[config.mk]
export PLATFORM = sky130hd
export DESIGN_NAME = debug_dmi_arb
export DESIGN_NICKNAME = d
export VERILOG_FILES = /design/src/rtl/debug_dmi_arb.sv
export SDC_FILE = /design/constraint.sdc
export NUM_CORES = 1
export LEC_CHECK = 0
export CELL_PAD_IN_SITES_DETAIL_PLACEMENT = 0
export CELL_PAD_IN_SITES_GLOBAL_PLACEMENT = 1
export CORE_ASPECT_RATIO = 0.75
export CORE_MARGIN = 2
export CORE_UTILIZATION = 29
export CTS_BUF_LIST = sky130_fd_sc_hd__clkbuf_8
export DETAILED_ROUTE_END_ITERATION = 16
export PLACE_DENSITY = 0.84
export SLEW_MARGIN = 5
export SYNTH_ARGS = -nofsm -noshare
export SYNTH_HDL_FRONTEND = slang
export SYNTH_SLANG_ARGS = --single-unit
[constraint.sdc]
create_clock -name TCK -period 1.7 [get_ports TCK]
set_input_delay 0.255 -clock TCK [delete_from_list [all_inputs] [get_ports TCK]]
set_output_delay 0.255 -clock TCK [all_outputs]
set_load 0.01 [all_outputs]
[src/rtl/debug_dmi_arb.sv]
// -----------------------------------------------------------------------------
// debug_dmi_arb
// Arbitrates two debug requesters (R0, R1) onto a single debug-module access
// port. Requests are granted round-robin, issued to the debug module as a
// one-cycle DM_EN strobe, and completed with a one-cycle ACK to the requester.
//
// Ports
//   TCK, TRSTN          clock, asynchronous active-low reset
//   Rn_REQ/WR/AD/DO     requester n command (held until Rn_ACK)
//   Rn_ACK/ERR/DI       requester n completion pulse, timeout flag, read data
//   DM_EN/WR/AD/DO      access strobe and qualifiers to the debug module
//   DM_DI, DM_RDY       debug module read data and completion
//   BUSY                arbiter not idle
//
// Optional feature
//   DEBUG_DMI_ARB_TIMEOUT_EN  when defined, an access that sees no DM_RDY for
//                             TMO_CYCLES wait cycles completes with ERR=1.
// -----------------------------------------------------------------------------
module debug_dmi_arb #(
   parameter int unsigned AW         = 8,
   parameter logic [15:0] TMO_CYCLES = 16'd1023
) (
   input  logic          TCK,
   input  logic          TRSTN,
   input  logic          R0_REQ,
   input  logic          R0_WR,
   input  logic [AW-1:0] R0_AD,
   input  logic [31:0]   R0_DO,
   output logic          R0_ACK,
   output logic          R0_ERR,
   output logic [31:0]   R0_DI,
   input  logic          R1_REQ,
   input  logic          R1_WR,
   input  logic [AW-1:0] R1_AD,
   input  logic [31:0]   R1_DO,
   output logic          R1_ACK,
   output logic          R1_ERR,
   output logic [31:0]   R1_DI,
   output logic          DM_EN,
   output logic          DM_WR,
   output logic [AW-1:0] DM_AD,
   output logic [31:0]   DM_DO,
   input  logic [31:0]   DM_DI,
   input  logic          DM_RDY,
   output logic          BUSY
);

   localparam int unsigned DW = 32;
   localparam int unsigned CW = 16;

   typedef enum logic [1:0] {
      IDLE  = 2'd0,
      ISSUE = 2'd1,
      WAIT  = 2'd2,
      DONE  = 2'd3
   } state_e;

   state_e        state_q, state_d;
   logic          gnt_q, gnt_d;       // requester owning the current access
   logic          prio_q, prio_d;     // requester that wins a simultaneous request
   logic          sel;                // arbitration result for this cycle
   logic          dm_en_q, dm_en_d;
   logic          dm_wr_q, dm_wr_d;
   logic [AW-1:0] dm_ad_q, dm_ad_d;
   logic [DW-1:0] dm_do_q, dm_do_d;
   logic [1:0]    ack_q, ack_d;
   logic [DW-1:0] di0_q, di0_d;
   logic [DW-1:0] di1_q, di1_d;
   logic          busy_q, busy_d;
`ifdef DEBUG_DMI_ARB_TIMEOUT_EN
   logic [1:0]    err_q, err_d;
   logic [CW-1:0] cnt_q, cnt_d;
   logic          tmo_hit;
`endif

   // State register
   always_ff @(posedge TCK or negedge TRSTN) begin
      if (!TRSTN) begin
         state_q <= IDLE;
      end else begin
         state_q <= state_d;
      end
   end

   // Next-state, arbitration and registered-output logic
   always_comb begin
      state_d = state_q;
      gnt_d   = gnt_q;
      prio_d  = prio_q;
      dm_en_d = 1'b0;
      dm_wr_d = dm_wr_q;
      dm_ad_d = dm_ad_q;
      dm_do_d = dm_do_q;
      ack_d   = 2'b00;
      di0_d   = di0_q;
      di1_d   = di1_q;
`ifdef DEBUG_DMI_ARB_TIMEOUT_EN
      err_d   = 2'b00;
      cnt_d   = cnt_q;
      // Fires on the TMO_CYCLES-th wait edge without DM_RDY
      tmo_hit = ((CW + 1)'(cnt_q) + (CW + 1)'(1)) >= (CW + 1)'(TMO_CYCLES);
`endif
      // Sole requester wins; on a tie the priority pointer decides
      sel     = (R0_REQ && R1_REQ) ? prio_q : R1_REQ;

      case (state_q)
         IDLE: begin
            if (R0_REQ || R1_REQ) begin
               gnt_d   = sel;
               prio_d  = ~sel;
               dm_wr_d = sel ? R1_WR : R0_WR;
               dm_ad_d = sel ? R1_AD : R0_AD;
               dm_do_d = sel ? R1_DO : R0_DO;
               dm_en_d = 1'b1;
               state_d = ISSUE;
            end
         end
         ISSUE: begin
            state_d = WAIT;
`ifdef DEBUG_DMI_ARB_TIMEOUT_EN
            cnt_d   = '0;
`endif
         end
         WAIT: begin
            if (DM_RDY) begin
               ack_d[gnt_q] = 1'b1;
               if (!dm_wr_q) begin
                  if (gnt_q) begin
                     di1_d = DM_DI;
                  end else begin
                     di0_d = DM_DI;
                  end
               end
               state_d = DONE;
            end
`ifdef DEBUG_DMI_ARB_TIMEOUT_EN
            else if (tmo_hit) begin
               ack_d[gnt_q] = 1'b1;
               err_d[gnt_q] = 1'b1;
               state_d      = DONE;
            end else begin
               cnt_d = cnt_q + CW'(1);
            end
`endif
         end
         DONE: begin
            state_d = IDLE;
         end
         default: begin
            state_d = IDLE;
         end
      endcase

      busy_d = (state_d != IDLE);
   end

   // Output and datapath registers
   always_ff @(posedge TCK or negedge TRSTN) begin
      if (!TRSTN) begin
         gnt_q   <= 1'b0;
         prio_q  <= 1'b0;
         dm_en_q <= 1'b0;
         dm_wr_q <= 1'b0;
         dm_ad_q <= '0;
         dm_do_q <= '0;
         ack_q   <= 2'b00;
         di0_q   <= '0;
         di1_q   <= '0;
         busy_q  <= 1'b0;
`ifdef DEBUG_DMI_ARB_TIMEOUT_EN
         err_q   <= 2'b00;
         cnt_q   <= '0;
`endif
      end else begin
         gnt_q   <= gnt_d;
         prio_q  <= prio_d;
         dm_en_q <= dm_en_d;
         dm_wr_q <= dm_wr_d;
         dm_ad_q <= dm_ad_d;
         dm_do_q <= dm_do_d;
         ack_q   <= ack_d;
         di0_q   <= di0_d;
         di1_q   <= di1_d;
         busy_q  <= busy_d;
`ifdef DEBUG_DMI_ARB_TIMEOUT_EN
         err_q   <= err_d;
         cnt_q   <= cnt_d;
`endif
      end
   end

   assign DM_EN  = dm_en_q;
   assign DM_WR  = dm_wr_q;
   assign DM_AD  = dm_ad_q;
   assign DM_DO  = dm_do_q;
   assign R0_ACK = ack_q[0];
   assign R1_ACK = ack_q[1];
   assign R0_DI  = di0_q;
   assign R1_DI  = di1_q;
   assign BUSY   = busy_q;

`ifdef DEBUG_DMI_ARB_TIMEOUT_EN
   assign R0_ERR = err_q[0];
   assign R1_ERR = err_q[1];
`else
   // Without the timeout an access can only end on DM_RDY, so ERR never sets
   assign R0_ERR = 1'b0;
   assign R1_ERR = 1'b0;
   logic unused_tmo;
   assign unused_tmo = ^TMO_CYCLES;
`endif

endmodule

# == After elaboration in Yosys (flattened, before gate mapping) ==
# Cells that the tools add are included.
# totals
output_inout_bits,111
regBits,113
in_bits,119
# classes
magnitude_cmp,2
bitwise,3
eq_ne,3
muxes,13
n_reduce_logical,8
# ops
cell,n
2-to-1 mux 32 bit,1
2-to-1 mux 2 bit,4
2-to-1 mux 8 bit,1
case mux 2 bit (4 select lines),1
AND reduction 4 bit,2
2-to-1 mux 1 bit,5
"equality test 2 bit, second input constant",2
NOT 1 bit,3
"equality test 2 x 1 -> 1 bit, second input constant",1
logical AND 1 bit,2
zero test 2 bit,1
"less-than comparator 1 x 2 -> 1 bit, second input constant",1
AND reduction 2 bit,1
nonzero test 2 bit,1
demux 1 bit (select 1 bit),1
"greater-or-equal comparator 1 bit, second input constant",1
logical OR 1 bit,1

# == Depth between registers and ports, before layout ==
# Gate-level depths: netlist of the first run.
# depth
depth_word,6
mapped_depth,7

# == Worst setup path before layout of the first run ==
# OpenSTA, ideal clock, no wires.
# synth_timing
path_kind,reg2reg
startpoint,reg state_q[0]
endpoint,"reg di0_q[10], in the netlist R0_DI[10]"
path_slack_ps,62
path_stages_with_launch,7
path_buffers,1
t_arrival_ps,1513
setup_time_ps,125
cell_sequence,dfrtp_1 > inv_1 > ha_1 > nand2_1 > nor3_2 > buf_2 > mux2_2
# synth_between
elab_chain_len,2
# synth_lines
item,line_no,text
"start, declared",58,"state_e state_q, state_d;"
"start signal, assigned",81,state_q <= state_d;
equality test 2 bit,106,case (state_q)
AND reduction 4 bit (no source line),--,
"end signal, assigned",182,di0_q <= di0_d;
"end, declared",67,"logic [DW-1:0] di0_q, di0_d;"
# Every way passes these cells.
# A chain may end at the register's enable or synchronous reset.

# == Final worst setup path of the first run ==
# layout_timing
startpoint,reg state_q[0]
endpoint,"reg di0_q[16], in the netlist R0_DI[16]"
# The elaborated chain is that of the path after synthesis.

==> results of run 1 <==
==> cell type report <==
cell class	count	area (um^2)
Clock buffer	18	247.7
Clock inverter	14	187.7
Fill cell	1280	7302
Inverter	4	15.01
Multi-Input combinational cell	171	1882
Sequential cell	113	2829
Tap cell	205	256.5
Timing Repair Buffer	253	2651
==> per-stage QoR <==
stage | setup TNS, ns | hold slack (ns)
2_1_floorplan | 0 | -0.04059
3_3_place_gp | -14.85 | 0.2921
3_5_place_dp | -18.39 | 0.3152
4_1_cts | -0.8081 | 0.3910
5_1_grt | -4.437 | 0.3979
6_report | -0.3826 | 0.4279
==> cells by family (layout without fill, tap and decap cells) <==
| group | count (synthesis) | after routing | share of synthesized area [%] |
|---|---|---|---|
| AO/OA/AOI/OAI | 47 | 50 | 9.758 |
| adder cells (fa/ha/maj) | 3 | 3 | 0.8155 |
| buffers and inverters | 25 | 289 | 3.017 |
| flip-flops | 113 | 113 | 61.43 |
| multiplexers | 64 | 64 | 18.10 |
| other | 1 | 2 | 0.08147 |
| AND/OR/NAND/NOR | 52 | 52 | 6.796 |
==> how the worst max path moves through the flow <==
stage,startpoint,to
after detailed placement,R0_REQ,DM_DO[7]$_DFFE_PN0P_
final,state_q[0]$_DFF_PN0_,R0_DI[16]$_DFFE_PN0P_
after floorplan,state_q[0]$_DFF_PN0_,R0_DI[10]$_DFFE_PN0P_
after global routing,state_q[0]$_DFF_PN0_,R0_DI[16]$_DFFE_PN0P_
after CTS,state_q[1]$_DFF_PN0_,DM_AD[5]$_DFFE_PN0P_
after global placement,R0_REQ,DM_AD[7]$_DFFE_PN0P_
==> registers in the layout, summed over array words and instances (netlist names), 2 cells and up <==
name     count
DM_AD        8
state_q      2
R0_DI       32
R1_DI       32
DM_DO       32
ack_q        2
==> Yosys cell counts (2+ instances only) <==
master,number,area (um^2)
sky130_fd_sc_hd__and2_1,41,256.5
sky130_fd_sc_hd__a21o_1,2,15.01
sky130_fd_sc_hd__ha_1,3,37.54
sky130_fd_sc_hd__inv_1,4,15.01
sky130_fd_sc_hd__a21oi_1,2,10.01
sky130_fd_sc_hd__dfrtp_1,113,2828
sky130_fd_sc_hd__nand2_1,3,11.26
sky130_fd_sc_hd__a221o_1,41,410.4
sky130_fd_sc_hd__buf_2,12,60.06
sky130_fd_sc_hd__nor2_1,3,11.26
sky130_fd_sc_hd__clkbuf_1,3,11.26
sky130_fd_sc_hd__mux2_2,32,360.4
sky130_fd_sc_hd__mux2_4,30,450.4
sky130_fd_sc_hd__buf_6,3,33.78
sky130_fd_sc_hd__buf_4,2,15.01
sky130_fd_sc_hd__mux2_1,2,22.52
==> per-layer routing <==
| metal | share of wire, % | routed length, um | vias up | global-route usage [%] |
|---|---|---|---|---|
| met2 | 47 | 6631 | 174 | 27.28 |
| li1 | - | - | 1631 | - |
| met4 | 1.3 | 188 | 0 | 6.095 |
| met1 | 44 | 6298 | 1799 | 20.14 |
| met5 | 0 | 0 | - | 0 |
| met3 | 7.8 | 1109 | 16 | 5.847 |
==> critical path: cells and delay by family (launching register included) <==
| kind | cells | cell delay, ns |
|---|---|---|
| flops | 1 | 0.39 |
| buf+inv | 4 | 0.52 |
| simple gates | 2 | 0.26 |
| mux | 1 | 0.31 |
| fa+ha+maj | 1 | 0.15 |
==> where the power goes <==
part           total [mW]  switching (mW)  internal (mW)  leakage (nW)
Sequential           4.81           0.804           4.01          1.38
Clock                2.80            1.17           1.63         0.216
Combinational        7.20            2.60           4.61          2.00
Total                14.8            4.56           10.2          3.60
==> timing repair <==
item,CTS,global route
hold buffers,1,0
cloned,3,4
setup endpoints to repair,107,79
gates resized for setup,16,40
pin swaps,2,1
buffers inserted,3,2
hold endpoints to repair,113,0
==> impl_results.md, run 1 <==
* Ratio of cells with drive above 1 in the final layout at 23.73%
* Setup repair after global routing missed its margin: true
* Largest net degree at the start of global routing at 71
* Peak supply drop at 0.8022 mV
* Share of the core filled with cells in the final layout at 52.49%
* Count of boundary I/O pins at 230
* Startpoint Class: flop
* List of cells traversed by the critical path: inv_2, buf_6, ha_4, nand2_4, nor3_4, buf_12, clkbuf_16, mux2_4
* Die extent in y at 113.1 um
* Netlist cell types at 25
* Total setup violations reported at the end of the flow at 17
* Ys flop type: sky130_fd_sc_hd__dfrtp_1
* Final Hold Violating Endpoints at 0
* Routability-driven placement congestion ratio at 0.7246
* Critical path class: reg2reg
* Total power at about 15 mW
* Via count of the first global-routing pass at 3969
* Diodes inserted at 0
* Static power due to leakage at 3.600 nW
* Number of buffers between clock root and the deepest sink at 2
* Number of violations reported at the end of detailed-routing iteration 0 at 161
* Worst reg-to-reg setup slack at -0.03 ns
* Area overhead of the layout relative to synthesis at 75.29%
* Post-route insts no fill at 778
* Total die area at 0.01691 mm^2
* Clock root buffer: sky130_fd_sc_hd__clkbuf_8
* Wire length of the first global-routing pass at around 21000 um
* Most used cells in the layout excluding fill and tap cells: sky130_fd_sc_hd__clkdlybuf4s50_1, sky130_fd_sc_hd__dfrtp_1, sky130_fd_sc_hd__mux2_4
* Post-placement cell area at 0.007227 mm^2
* Arrival time of data at the critical path endpoint at between 2 and 2.5 ns
* Worst reg2reg path endpoint: R0_DI[16]$_DFFE_PN0P_
* Total half-perimeter wirelength after legalization and detailed placement at ~9000 um
* Width of the die at roughly 150 um
* Worst Hold End: DM_DO[9]$_DFFE_PN0P_
* Critical path endpoint category: flop
* Clock tree skew after final layout at 0.009616 ns
* Highest fanout seen on the critical path at 8
* Layout Cell Area excl Fill at 0.008069 mm^2
* Crit path setup slack, layout at -0.03274 ns
* Nets@finish at 682
* Required arrival time at the worst endpoint at between 2 and 2.5 ns
* Starting Density at 29.95%
* All-Layer GR Usage at 16.58%
* CP max stage delay at roughly 0.39 ns
* P per Cell Area at 1835 mW/mm^2
* Final critical path time including I/O delays and setup at roughly 1.7 ns
* Max-cap check violation count at 0
* Setup WS pre-CTS at -0.3918 ns
* Wirelength per Cell at 18.29 um
* Number of max-slew violations in the final report at 0
* Clock-pin slew reported for the worst setup and hold paths after clock tree synthesis at 0.07 ns
* Slew at the pin closest to its max-slew limit at 0.5419 ns
* Worst-Skew Late Latency at 0.43 ns
* Core area at 0.01537 mm^2
* Residual overflow from global routing at 0
* Number of synthesized flops with an enable pin at 0
* Sinks on the clock net at approximately 110
* 1st-pass router iterations at 4
* Routed vias at ~3600
* Max Fclk at 577.1 MHz
* Worst reg-to-reg path cell count at 8
* Number of buffers inserted during clock tree synthesis at 17
* Final clock period utilization by the worst path at 101.9%
* Register bit total from synthesis at 113
* Final ANT Viol Nets at 0
* Clock tree from TritonCTS: done
* Cell count of the worst hold path at 2
* Mean instance size in the synthesized netlist at roughly 15 um^2
* DR DRC count at 0
* Share of async-settable or async-resettable flops after synthesis at 100.0%
* Number of warnings reported in the yosys synthesis log at 0
* Worst slew slack as a fraction of its limit at between 60 and 70%
* Type of the tightest min-delay check: in2reg
* Synthesized cell area at ~0.0046 mm^2
* FF-to-FF Start: state_q[0]$_DFF_PN0_
* Antenna violations before repair at 0
* Worst min-delay path startpoint: R1_DO[9]
* Number of placed cells counting well taps at 733
* Violations in the final reports: setup timing
* Cells after Synth at 305
* Sequential element share of the synthesized area at between 60% and 70%
* # port buffers at 227
* Most common library cell in the layout ignoring fill and taps: sky130_fd_sc_hd__clkdlybuf4s50_1
* Vias per cell at 4.653
* CTS H-tree depth at 4
* Slowest cell on crit path: sky130_fd_sc_hd__dfrtp_1
* Site Rows at 39
* Routed WL at 14230 um
* Status: finished, violations left
Note: power is estimated with default switching activity, not from simulation.
==> run 2: changes to the inputs <==
--- a/config.mk
+++ b/config.mk
@@ -9,10 +9,11 @@
 export CELL_PAD_IN_SITES_GLOBAL_PLACEMENT = 1
 export CORE_ASPECT_RATIO = 0.75
 export CORE_MARGIN = 2
-export CORE_UTILIZATION = 29
+export CORE_UTILIZATION = 32
 export CTS_BUF_LIST = sky130_fd_sc_hd__clkbuf_8
+export CTS_CLUSTER_DIAMETER = 100
 export DETAILED_ROUTE_END_ITERATION = 16
-export PLACE_DENSITY = 0.84
+export PLACE_DENSITY_LB_ADDON = 0.15
 export SLEW_MARGIN = 5
 export SYNTH_ARGS = -nofsm -noshare
 export SYNTH_HDL_FRONTEND = slang
==> constraint.sdc (replaced) <==
create_clock -name TCK -period 1.8 [get_ports TCK]
set_input_delay 0.27 -clock TCK [delete_from_list [all_inputs] [get_ports TCK]]
set_output_delay 0.27 -clock TCK [all_outputs]
set_load 0.01 [all_outputs]
==> run 2 against run 1 <==
  * The run now ends clean
  * Global-route usage rose by 1.5 points
  * Die area fell by 9.1%
  * Final cell count fell by 4.8%
  * Count of clock-buffer cells in the layout did not move
  * Final area fell by 3.8%
  * Largest cell class unchanged
  * Largest power group unchanged
  * Highest routed layer unchanged
==> impl_results.md, run 2 (synthesis gave the netlist of run 1 again) <==
* Final critical path time including I/O delays and setup at ~1.8 ns
* Width of the die at between 100 and 150 um
* Number of buffers inserted during clock tree synthesis at 17
* Clock tree skew after final layout at 0.01108 ns
* Detailed route wirelength on metal3 at 1210 um
* Worst slew slack as a fraction of its limit at between 50% and 60%
* Count of boundary I/O pins at 230
* Max-cap check violation count at 0
* Total half-perimeter wirelength after legalization and detailed placement at 9342 um
* Routed WL at ~14000 um
* Critical path class: reg2reg
* Most common library cell in the layout ignoring fill and taps: sky130_fd_sc_hd__clkdlybuf4s50_1
* P per Cell Area at 1715 mW/mm^2
* Number of violations reported at the end of detailed-routing iteration 0 at 149
* Number of max-slew violations in the final report at 0
* Starting Density at between 30 and 40%
* Final clock period utilization by the worst path at 98.52%
* CTS H-tree depth at 4
* Sum of buffers and inverters on the critical path at 4
* CP max stage delay at 0.39 ns
* Status: completed
* Final ANT Viol Nets at 0
* Fillcell total at 1120
* Clock-pin slew reported for the worst setup and hold paths after clock tree synthesis at around 0.080 ns
* Total area of multi-input combinational cells at between 0.0015 and 0.002 mm^2
* Routed vias at 3517
* List of cells traversed by the critical path: inv_1, buf_4, ha_2, nand2_2, nor3_4, buf_6, buf_12, mux2_2
* Highest fanout seen on the critical path at 13
* Total setup violations reported at the end of the flow at 0
* Vias per cell at 4.746
* Clock tree from TritonCTS: done
* Peak supply drop at 0.7176 mV
* Sum of met2 wire segment lengths after detailed routing at 6116 um
* Worst path top cell family by delay: buffers and inverters
* Slew at the pin closest to its max-slew limit at ~0.71 ns
* Routability-driven placement congestion ratio at 0.7294
* Max Fclk at roughly 560 MHz
* Largest net degree at the start of global routing at 54
* Diodes inserted at 0
* Flip-flop and latch area at roughly 0.0028 mm^2
* Via count of the first global-routing pass at 3695
* Crit path setup slack, layout at ~0.027 ns
* Worst-Skew Late Latency at 0.42 ns
* Most used cells in the layout excluding fill and tap cells: sky130_fd_sc_hd__clkdlybuf4s50_1, sky130_fd_sc_hd__dfrtp_1, sky130_fd_sc_hd__and2_1, sky130_fd_sc_hd__a221o_1, sky130_fd_sc_hd__mux2_2
* Post-placement cell area at 0.007159 mm^2
* Antenna violations before repair at 0
* Number of buffers between clock root and the deepest sink at 2
* Type of the tightest min-delay check: in2async
* Wire length of the first global-routing pass at 20890 um
* Slowest cell on crit path: sky130_fd_sc_hd__dfrtp_1
* 1st-pass router iterations at 4
* Die extent in y at between 100 and 150 um
* Final Hold Violating Endpoints at 0
* Area overhead of the layout relative to synthesis at 68.61%
* DR DRC count at 0
* Highest routed layer: met4
* Wire length on met1 at 6550 um
* Nets@finish at 675
* Sinks on the clock net at 113
* Ratio of cells with drive above 1 in the final layout at 22.08%
* Arrival time of data at the critical path endpoint at 2.07 ns
* Required arrival time at the worst endpoint at between 2 and 2.5 ns
* Layout Cell Area excl Fill at 0.007761 mm^2
* Site Rows at 37
* Startpoint Class: flop
* Core area at 0.01389 mm^2
* Setup WS pre-CTS at -0.3583 ns
* Static power due to leakage at roughly 3.4 nW
* Total die area at 0.01537 mm^2
* All-Layer GR Usage at between 10% and 20%
* Critical path endpoint category: flop
* Setup repair after global routing missed its margin: true
* Residual overflow from global routing at 0
* Worst-case hold slack at between 0.3 and 0.4 ns
* # port buffers at 227
* Wirelength per Cell at between 15 and 20 um
* Clock root buffer: sky130_fd_sc_hd__clkbuf_8
[run 2: metrics by stage]
| stage | instances | utilization [%] | setup TNS, ns | total power, mW |
|---|---|---|---|---|
| finish | 741 | 55.88 | 0 | 13.31 |
| CTS | 734 | 54.86 | 0 | 13.29 |
| floorplan | 306 | - | 0 | 7.210 |
| global placement | 699 | 51.55 | -13.44 | 10.53 |
| detailed placement | 699 | 51.55 | -14.61 | 10.65 |
| global route | 741 | 55.88 | -1.492 | 14.12 |
[run 2: report_power, final]
group          internal, mW  total (mW)  switching (mW)
registers              3.78        4.48           0.703
logic                  3.97        6.34            2.37
clock network          1.40        2.49            1.09
total                  9.15        13.3            4.16
[run 2: path summary, 6_finish.rpt]
kind / from / endpoint / slack, ns / cells past startpoint
max: state_q[0]$_DFF_PN0_ / R0_DI[1]$_DFFE_PN0P_ / 0.03 / 8
min: TRSTN / DM_DO[2]$_DFFE_PN0P_ / 0.31 / 2
max reg2reg: state_q[0]$_DFF_PN0_ / R0_DI[1]$_DFFE_PN0P_ / 0.03 / 8
min reg2reg: R0_DI[4]$_DFFE_PN0P_ / R0_DI[4]$_DFFE_PN0P_ / 0.50 / 1
max in group asynchronous: TRSTN / DM_WR$_DFFE_PN0P_ / 0.87 / 3
min in group TCK: R1_DO[1] / DM_DO[1]$_DFFE_PN0P_ / 0.45 / 2
[run 2: repair_timing]
item / in CTS / in global routing
resized for setup: 3 / 13
buffers inserted: 0 / 3
endpoints found under the hold margin: 26 / 0
endpoints found under the setup margin: 45 / 106
hold buffers: 1 / 0
cloned: 2 / 4
pin swaps: 0 / 1
[run 2: layer usage]
metal  track usage, %  vias up
li1                 -     1626
met1            24.35     1719
met2            26.34      158
met3            7.340       14
met4            6.436        0
met5                0        -
[run 2: final cells by class]
class	count	area share (%)
tap	175	2.821
multi-input combinational	172	22.62
sequential	113	36.43
clock buffer	18	3.192
inverter	4	0.1935
timing repair buffer	245	32.61
clock inverter	14	2.128
[run 2: worst register-to-register path, cell delays in order, from the launching register on]
cell	delay (ns)
sky130_fd_sc_hd__dfrtp_1	0.39
sky130_fd_sc_hd__inv_1	0.09
sky130_fd_sc_hd__buf_4	0.13
sky130_fd_sc_hd__ha_2	0.19
sky130_fd_sc_hd__nand2_2	0.08
sky130_fd_sc_hd__nor3_4	0.16
sky130_fd_sc_hd__buf_6	0.14
sky130_fd_sc_hd__buf_12	0.14
sky130_fd_sc_hd__mux2_2	0.34
